===== src/rtl/rtc_bus_pkg.sv =====
// Shared types and bus idle levels for the RTC bus sequencer and its init table.
package rtc_bus_pkg;

  typedef enum logic [2:0] {
    S_IDLE,
    S_ADDR_STB,
    S_ADDR_GAP,
    S_DATA_STB,
    S_DATA_GAP,
    S_DONE
  } state_t;

  localparam int ENTRY_W = 8;

  typedef struct packed {
    logic [ENTRY_W-1:0] addr;
    logic [ENTRY_W-1:0] data;
  } entry_t;

  // Levels driven onto the bus whenever no transfer is in progress
  localparam logic STB_IDLE    = 1'b1;
  localparam logic OE_IDLE     = 1'b0;
  localparam logic AD_SEL_IDLE = 1'b0;

endpackage


===== src/rtl/rtc_init_table.sv =====
// Combinational index -> {addr, data} lookup of the RTC init sequence.
// Entry 3 selects the 12/24 h format; indices past 15 read as 00/00.
module rtc_init_table
  import rtc_bus_pkg::*;
#(
  parameter int IDX_W = 4
) (
  input  logic [IDX_W-1:0] idx,
  input  logic             mode_24h,
  output entry_t           entry
);

  int i;

  always_comb begin
    i     = int'(idx);
    entry = '0;
    case (i)
      0:  entry = {8'h02, 8'h10};
      1:  entry = {8'h02, 8'h00};
      2:  entry = {8'h10, 8'hD2};
      3:  entry = {8'h00, (mode_24h ? 8'h0A : 8'h1A)};
      4:  entry = {8'h21, 8'h00};
      5:  entry = {8'h22, 8'h00};
      6:  entry = {8'h23, 8'h03};
      7:  entry = {8'h24, 8'h26};
      8:  entry = {8'h25, 8'h04};
      9:  entry = {8'h26, 8'h16};
      10: entry = {8'h43, 8'h23};
      11: entry = {8'h42, 8'h58};
      12: entry = {8'h41, 8'h59};
      13: entry = {8'hF2, 8'hF2};
      14: entry = {8'h01, 8'h00};
      15: entry = {8'hF1, 8'hF1};
      default: entry = '0;
    endcase
  end

endmodule


===== src/rtl/rtc_bus_sequencer.sv =====
// Drives the RTC init table over a multiplexed address/data write bus, one strobe+gap per phase.
// Optional abort_i/aborted_o ports are built in when RTC_SEQ_ABORT_EN is defined.
module rtc_bus_sequencer
  import rtc_bus_pkg::*;
#(
  parameter int DATA_W    = 8,
  parameter int N_ENTRIES = 16,
  parameter int T_STROBE  = 7,
  parameter int T_GAP     = 7
) (
  input  logic              clk_i,
  input  logic              reset,
  input  logic              start_i,
  input  logic              mode_24h_i,
  output logic [DATA_W-1:0] ad_o,
  output logic              ad_oe_o,
  output logic              a_d_o,
  output logic              rd_n_o,
  output logic              wr_n_o,
  output logic              cs_n_o,
  output logic              busy_o,
`ifdef RTC_SEQ_ABORT_EN
  input  logic              abort_i,
  output logic              aborted_o,
`endif
  output logic              done_o
);

  localparam int T_MAX = (T_STROBE > T_GAP) ? T_STROBE : T_GAP;
  localparam int CNT_W = $clog2(T_MAX + 1);
  localparam int IDX_W = (N_ENTRIES > 1) ? $clog2(N_ENTRIES) : 1;
  localparam logic [CNT_W-1:0] STB_LAST = CNT_W'(T_STROBE - 1);
  localparam logic [CNT_W-1:0] GAP_LAST = CNT_W'(T_GAP - 1);
  localparam logic [IDX_W-1:0] IDX_LAST = IDX_W'(N_ENTRIES - 1);

  state_t            state_q, state_d;
  logic [CNT_W-1:0]  cnt_q, cnt_d;
  logic [IDX_W-1:0]  idx_q, idx_d;
  logic              mode_q, mode_d;
  entry_t            entry;
  logic              abort_req;

  logic [DATA_W-1:0] ad_d;
  logic              oe_d, a_d_d, cs_d, wr_d, busy_d, done_d;

`ifdef RTC_SEQ_ABORT_EN
  logic aborted_d;
  assign abort_req = abort_i;
`else
  assign abort_req = 1'b0;
`endif

  // Looked up with the next index so the registered bus value lines up with the state it belongs to
  rtc_init_table #(.IDX_W(IDX_W)) u_table (
    .idx      (idx_d),
    .mode_24h (mode_d),
    .entry    (entry)
  );

  always_comb begin
    state_d = state_q;
    cnt_d   = cnt_q;
    idx_d   = idx_q;
    mode_d  = mode_q;
    case (state_q)
      S_IDLE: begin
        if (start_i) begin
          state_d = S_ADDR_STB;
          cnt_d   = '0;
          idx_d   = '0;
          mode_d  = mode_24h_i;
        end
      end
      S_ADDR_STB: begin
        if (cnt_q == STB_LAST) begin
          state_d = S_ADDR_GAP;
          cnt_d   = '0;
        end else begin
          cnt_d = cnt_q + 1'b1;
        end
      end
      S_ADDR_GAP: begin
        if (cnt_q == GAP_LAST) begin
          state_d = S_DATA_STB;
          cnt_d   = '0;
        end else begin
          cnt_d = cnt_q + 1'b1;
        end
      end
      S_DATA_STB: begin
        if (cnt_q == STB_LAST) begin
          state_d = S_DATA_GAP;
          cnt_d   = '0;
        end else begin
          cnt_d = cnt_q + 1'b1;
        end
      end
      S_DATA_GAP: begin
        if (cnt_q == GAP_LAST) begin
          cnt_d = '0;
          if (idx_q == IDX_LAST) begin
            state_d = S_DONE;
          end else begin
            state_d = S_ADDR_STB;
            idx_d   = idx_q + 1'b1;
          end
        end else begin
          cnt_d = cnt_q + 1'b1;
        end
      end
      S_DONE: begin
        state_d = S_IDLE;
        idx_d   = '0;
      end
      default: state_d = S_IDLE;
    endcase

    if (abort_req && (state_q != S_IDLE)) begin
      state_d = S_IDLE;
      cnt_d   = '0;
      idx_d   = '0;
    end

`ifdef RTC_SEQ_ABORT_EN
    aborted_d = abort_req && (state_q != S_IDLE);
`endif

    ad_d   = '0;
    oe_d   = OE_IDLE;
    a_d_d  = AD_SEL_IDLE;
    cs_d   = STB_IDLE;
    wr_d   = STB_IDLE;
    busy_d = 1'b1;
    done_d = 1'b0;
    case (state_d)
      S_ADDR_STB: begin
        ad_d = DATA_W'(entry.addr);
        oe_d = 1'b1;
        cs_d = 1'b0;
        wr_d = 1'b0;
      end
      S_ADDR_GAP: begin
        ad_d = DATA_W'(entry.addr);
        oe_d = 1'b1;
      end
      S_DATA_STB: begin
        ad_d  = DATA_W'(entry.data);
        oe_d  = 1'b1;
        a_d_d = 1'b1;
        cs_d  = 1'b0;
        wr_d  = 1'b0;
      end
      S_DATA_GAP: begin
        ad_d  = DATA_W'(entry.data);
        oe_d  = 1'b1;
        a_d_d = 1'b1;
      end
      S_DONE:  done_d = 1'b1;
      default: busy_d = 1'b0;
    endcase
  end

  always_ff @(posedge clk_i) begin
    if (reset) begin
      state_q <= S_IDLE;
      cnt_q   <= '0;
      idx_q   <= '0;
      mode_q  <= 1'b0;
      ad_o    <= '0;
      ad_oe_o <= OE_IDLE;
      a_d_o   <= AD_SEL_IDLE;
      rd_n_o  <= STB_IDLE;
      wr_n_o  <= STB_IDLE;
      cs_n_o  <= STB_IDLE;
      busy_o  <= 1'b0;
      done_o  <= 1'b0;
    end else begin
      state_q <= state_d;
      cnt_q   <= cnt_d;
      idx_q   <= idx_d;
      mode_q  <= mode_d;
      ad_o    <= ad_d;
      ad_oe_o <= oe_d;
      a_d_o   <= a_d_d;
      rd_n_o  <= STB_IDLE;
      wr_n_o  <= wr_d;
      cs_n_o  <= cs_d;
      busy_o  <= busy_d;
      done_o  <= done_d;
    end
  end

`ifdef RTC_SEQ_ABORT_EN
  always_ff @(posedge clk_i) begin
    if (reset) aborted_o <= 1'b0;
    else       aborted_o <= aborted_d;
  end
`endif

endmodule


===== config.mk =====
export PLATFORM = sky130hd
export DESIGN_NAME = rtc_bus_sequencer
export DESIGN_NICKNAME = d
export VERILOG_FILES = /design/src/rtl/rtc_bus_pkg.sv /design/src/rtl/rtc_init_table.sv /design/src/rtl/rtc_bus_sequencer.sv
export SDC_FILE = /design/constraint.sdc
export NUM_CORES = 1
export LEC_CHECK = 0
export BUFFER_PORTS_ARGS = -buffer_cell sky130_fd_sc_hd__buf_2
export CAP_MARGIN = 20
export CORE_ASPECT_RATIO = 0.5
export CORE_UTILIZATION = 32
export DETAILED_ROUTE_END_ITERATION = 10
export SETUP_SLACK_MARGIN = 0.15
export SLEW_MARGIN = 20
export SYNTH_ARGS = -nofsm -noshare
export SYNTH_HDL_FRONTEND = slang
export SYNTH_HIERARCHICAL = 1
export SYNTH_SLANG_ARGS = --single-unit

===== constraint.sdc =====
create_clock -name clk_i -period 2.95 [get_ports clk_i]
set_clock_uncertainty 0.1 [all_clocks]
set_input_delay 0.295 -clock clk_i [delete_from_list [all_inputs] [get_ports clk_i]]
set_output_delay 0.295 -clock clk_i [all_outputs]
set_load 0.02 [all_outputs]

Word-level counts from Yosys, hierarchy flattened
Index checks and enable logic that the tools add are counted.

storage, ports and cells
  memories = 0
  flip-flop bits (word level) = 24
  logic and storage cells = 74
  bits in read-only memories = 0
  input bits = 4
  RAM bits = 0
  bits in latches = 0

cells by class
  div/mod/pow operators = 0
  $mul = 0
  add/sub/neg operators = 2
  reduce and logical (&&, ||, !) cells = 10
  equal/unequal tests = 28
  multiplexer cells = 24
  shift-type cells = 0
  $lt $le $gt $ge = 0
  bitwise logic cells = 0

operator list
  kind                 count
  $pmux 16 s16         1
  $eq 4x4->1 const B   9
  $mux 3               8
  $eq 4x3->1 const B   4
  $pmux 8 s2           1
  $eq 3x3->1 const B   5
  $pmux 3 s5           1
  $eq 3x2->1 const B   4
  $mux 4               3
  $pmux 4 s3           1
  $eq 4x2->1 const B   2
  $reduce_or 4->1      2
  $mux 1               7
  $eq 3x1->1 const B   2
  $pmux 3 s2           1
  $reduce_or 2->1      3
  $mux 5               1
  $reduce_or 5->1      1
  $add 4x1->4 const B  1
  $eq 4x1->1 const B   1
  $logic_not 4->1      1
  $add 3x1->3 const B  1
  $logic_not 3->1      1
  $ne 2x2->1 const B   1
  2 further kinds      2

Longest topological paths before layout
  depth in word-level cells = 7
  depth in mapped cells = 12
  gate-level depth less buffers = 10

Hierarchy
The synthesis kept the hierarchy.

modules (own cells, without submodules)
  module             instances  cells an instance  area an instance (µm²)  sequential area each (µm²)
  rtc_bus_sequencer  1          135                1,227.4                 480.5
  rtc_init_table     1          43                 256.5                   0.0

Worst setup path before layout
No wires, ideal clock.

  kind = register -> register
  start = register state_q[2]
  end = register ad_o[4]
  data arrival time = 1.973 ns
  path buffers = 3
  stages on the path, launching flop included = 11
  library setup time = 0.075 ns
  required time = 2.775 ns
  clock period less this slack = 2.148 ns
  setup slack = 0.802 ns
  cells stage by stage = dfxtp_1 -> buf_4 -> or3b_1 -> or3_1 -> nand2_1 -> buf_6 -> nand2_1 -> o21ai_1 -> buf_4 -> nand4b_1 -> o22ai_1

RTL lines
  item                    RTL line                  text
  start, declared         rtc_bus_sequencer.sv:36   state_t state_q, state_d;
  start signal, assigned  rtc_bus_sequencer.sv:178  state_q <= state_d;
  end signal, assigned    rtc_bus_sequencer.sv:169  ad_o <= '0;
  end signal, assigned    rtc_bus_sequencer.sv:182  ad_o <= ad_d;
  end, declared           rtc_bus_sequencer.sv:15   output logic [DATA_W-1:0] ad_o,

==> summary.md <==
| Metric | Value |
|---|---|
| Maxcap violations | `0` |
| Data arrival, critical path | `2.66 ns` |
| Critical path's slowest cell | `and3b_1` |
| Number of port buffers | `17` |
| Seq/Total Area, Yosys | `32.38%` |
| Remaining antenna violation count | `0` |
| Fin util | `35.94%` |
| Vias per Instance | `5.324` |
| CP Max Fanout | `14` |
| Initial drt markers | `81` |
| Area Overhead vs Synth | `7.167%` |
| Max-slew headroom | `64.74%` |
| DRC | `1` |
| Post-cts resize count | `0` |
| Fin nets | `190` |
| Peak VDD IR | `0.1712 mV` |
| Total die area | `4930 sq um` |
| Root Buffer | `clkbuf_8` |
| GRT Overall Usage | `12.61%` |
| RSZ-0062 raised after global routing | `false` |
| Gp weighted congestion | `0.8446` |
| CTS Buffer Depth | `2` |
| Endpoints failing hold | `0` |
| Rows | `17` |
| Most used DFF post-synth | `dfxtp_1` |
| Post-CTS Repair Setup Buffers | `0` |
| Final min period | `2.555 ns` |
| Chip width | `98.31 um` |
| Post-synth EDFFs | `0` |
| Post-synthesis register bit count | `24` |
| Fmax | `391.4 MHz` |
| Commonest cells post-synth | `dfxtp_1 (24), nand2_1 (18), o22ai_1 (11)` |
| Post-Syn Nets | `183` |
| Hold Crit Class | `input port to flip-flop` |
| Status | `complete, but fails checks` |
| Number of CTS-inserted buffers | `3` |
| Number of global-route vias before repair | `1120` |
| Layout cell share with drive strength beyond 1 | `18.48%` |
| # H-tree levels | `1` |
| Top-count cell post-synth | `dfxtp_1` |
| CTS sink cnt | `24` |
| Largest area contributor in the netlist | `dfxtp_1` |
| Worst Path Required | `3.05 ns` |
| Worst hold slack | `0.2926 ns` |
| Cell Area, Synth | `1484 sq um` |
| Detail Placement HPWL | `2.097 mm` |
| Worst setup EP type | `flip-flop` |
| Slew Viols, Final | `0` |
| CP most frequent cell | `nand2_1` |
| Failing checks | `DRC` |
| P per Cell Area | `433.5 nW/um^2` |
| Kind of critical path | `flip-flop to flip-flop` |
| Final Cycle Share | `86.61%` |
| Worst-path clk slew | `0.09 ns` |
| Cells after Synth | `178` |
| Antenna violations before repair | `0` |
| Crit path largest cell delay | `0.50 ns` |
| First-pass DRT Iterations | `7` |
| Final WL | `2.977 mm` |
| Worst-margin pin slew | `0.5282 ns` |
| Fin Setup TNS | `0 ns` |
| GR Overflow Total | `0` |
| Crit path launch type | `flip-flop` |
| Fraction of registers with async set/reset | `0%` |
| Vias after detailed routing | `1283` |
| CP cell instances | `and3b_1 -> nand2_1 -> or3_1 -> nand2_1 -> nand2_1 -> o22ai_1 -> nand4b_1 -> o22ai_1` |
| Initial Util | `33.54%` |
| Synth area leaders | `dfxtp_1 (32%), nand4b_1 (5.9%), o22ai_1 (4.6%)` |
| IO Count | `19` |
| WL/cell | `12.35 um` |
| Post-CTS Hold Buffers | `0` |
| Placed cell count | `237` |
| Yosys cell types | `50` |
| Final Non-Filler Cells | `241` |
| Setup violators final | `0` |
| Post-Place Worst Slack | `0.4397 ns` |
| Synth top area share | `32.38%` |
| Clk_lat worst skew | `0.27 ns` |
| Largest net degree at the start of global routing | `24` |
| Leakage | `0.0005994 uW` |
| CTS tree | `yes` |
| First-pass GRT wire length | `5.009 mm` |
| Die height | `50.15 um` |
| Setup ws final | `0.3949 ns` |
| Synth Warn # | `6` |
| ANT cells | `0` |
| Std-Cell Core Area | `4424 sq um` |
| Avg Inst Size Synth | `8.337 sq um` |
## worst max-delay path, delay by kind of cell (launching register included)
family          cells  cell delay [ns]
simple gates        6             1.62
flops               1             0.42
compound gates      2             0.35
## cells by family (layout without fill, tap and decap cells)
group                      Yosys count  in the layout  share of synthesized area [%]
DFF                                 24             24                          32.38
buffers and inverters               27             33                          11.47
xor gates and xnor gates             2              2                          1.181
and+or+nand+nor                     71             71                          29.26
AOI/OAI and AO/OA                   49             49                          22.09
muxes                                2              2                          2.276
adders and majority gates            1              1                         0.8430
other                                2              2                         0.5061
## layout by cell type (no fill, tap or decap), types with 3 or more instances in the layout
| master | count |
|---|---|
| dfxtp_1 | 24 |
| nand2_1 | 18 |
| buf_2 | 17 |
| o22ai_1 | 11 |
| nand4b_1 | 10 |
| inv_1 | 9 |
| a21oi_1 | 9 |
| nor2_1 | 9 |
| o21ai_0 | 8 |
| nand2b_1 | 5 |
| nand3_1 | 4 |
| nand3b_1 | 4 |
| o21ai_1 | 4 |
| nor2b_1 | 4 |
| o211ai_1 | 3 |
| nor3_1 | 3 |
| clkbuf_8 | 3 |
## flip-flops by register name, indices dropped and copies added (netlist names), 3 cells and up
register  flops
ad_o          8
state_q       3
idx_q         4
cnt_q         3
## routing by layer
| layer | global-route usage [%] | up-vias | share of wire (%) |
|---|---|---|---|
| li1 | - | 655 | - |
| met1 | 16.55 | 600 | 49 |
| met2 | 20.77 | 26 | 47 |
| met3 | 3.064 | 2 | 3.5 |
| met4 | 3.731 | 0 | 0.77 |
| met5 | 0 | - | 0 |
## per-stage QoR
step                power (uW)  instance area, sq um
floorplan                398.6                  1484
global placement         408.4                  1519
detailed placement       408.9                  1519
CTS                      698.0                  1590
global route             720.2                  1590
finish                   689.3                  1590
## worst paths after layout
kind,cells past startpoint,slack [ns],endpoint,start
max,8,0.39,ad_o[2]$_SDFF_PP0_,cnt_q[1]$_SDFFE_PP0P_
min reg2reg,2,0.44,cnt_q[2]$_SDFFE_PP0P_,cnt_q[2]$_SDFFE_PP0P_
min,3,0.29,mode_q$_SDFF_PP0_,mode_24h_i
max reg2reg,8,0.39,ad_o[2]$_SDFF_PP0_,cnt_q[1]$_SDFFE_PP0P_
## layout make-up
cell class,instances,area [sq um]
fill,486,2834
multi-input combinational,127,833.3
sequential,24,480.5
timing repair buffer,18,92.59
tap,57,71.32
clock buffer,3,41.29
inverter,11,41.29
clock inverter,1,30.03
## power breakdown
part / leakage (uW) / switching [uW] / internal [uW]
logic: 0.000368 / 33.5 / 26.5
registers: 0.000195 / 8.85 / 332
clock network: 0.0000357 / 107 / 181
total: 0.000599 / 149 / 540
(Power assumes the default switching activity.)
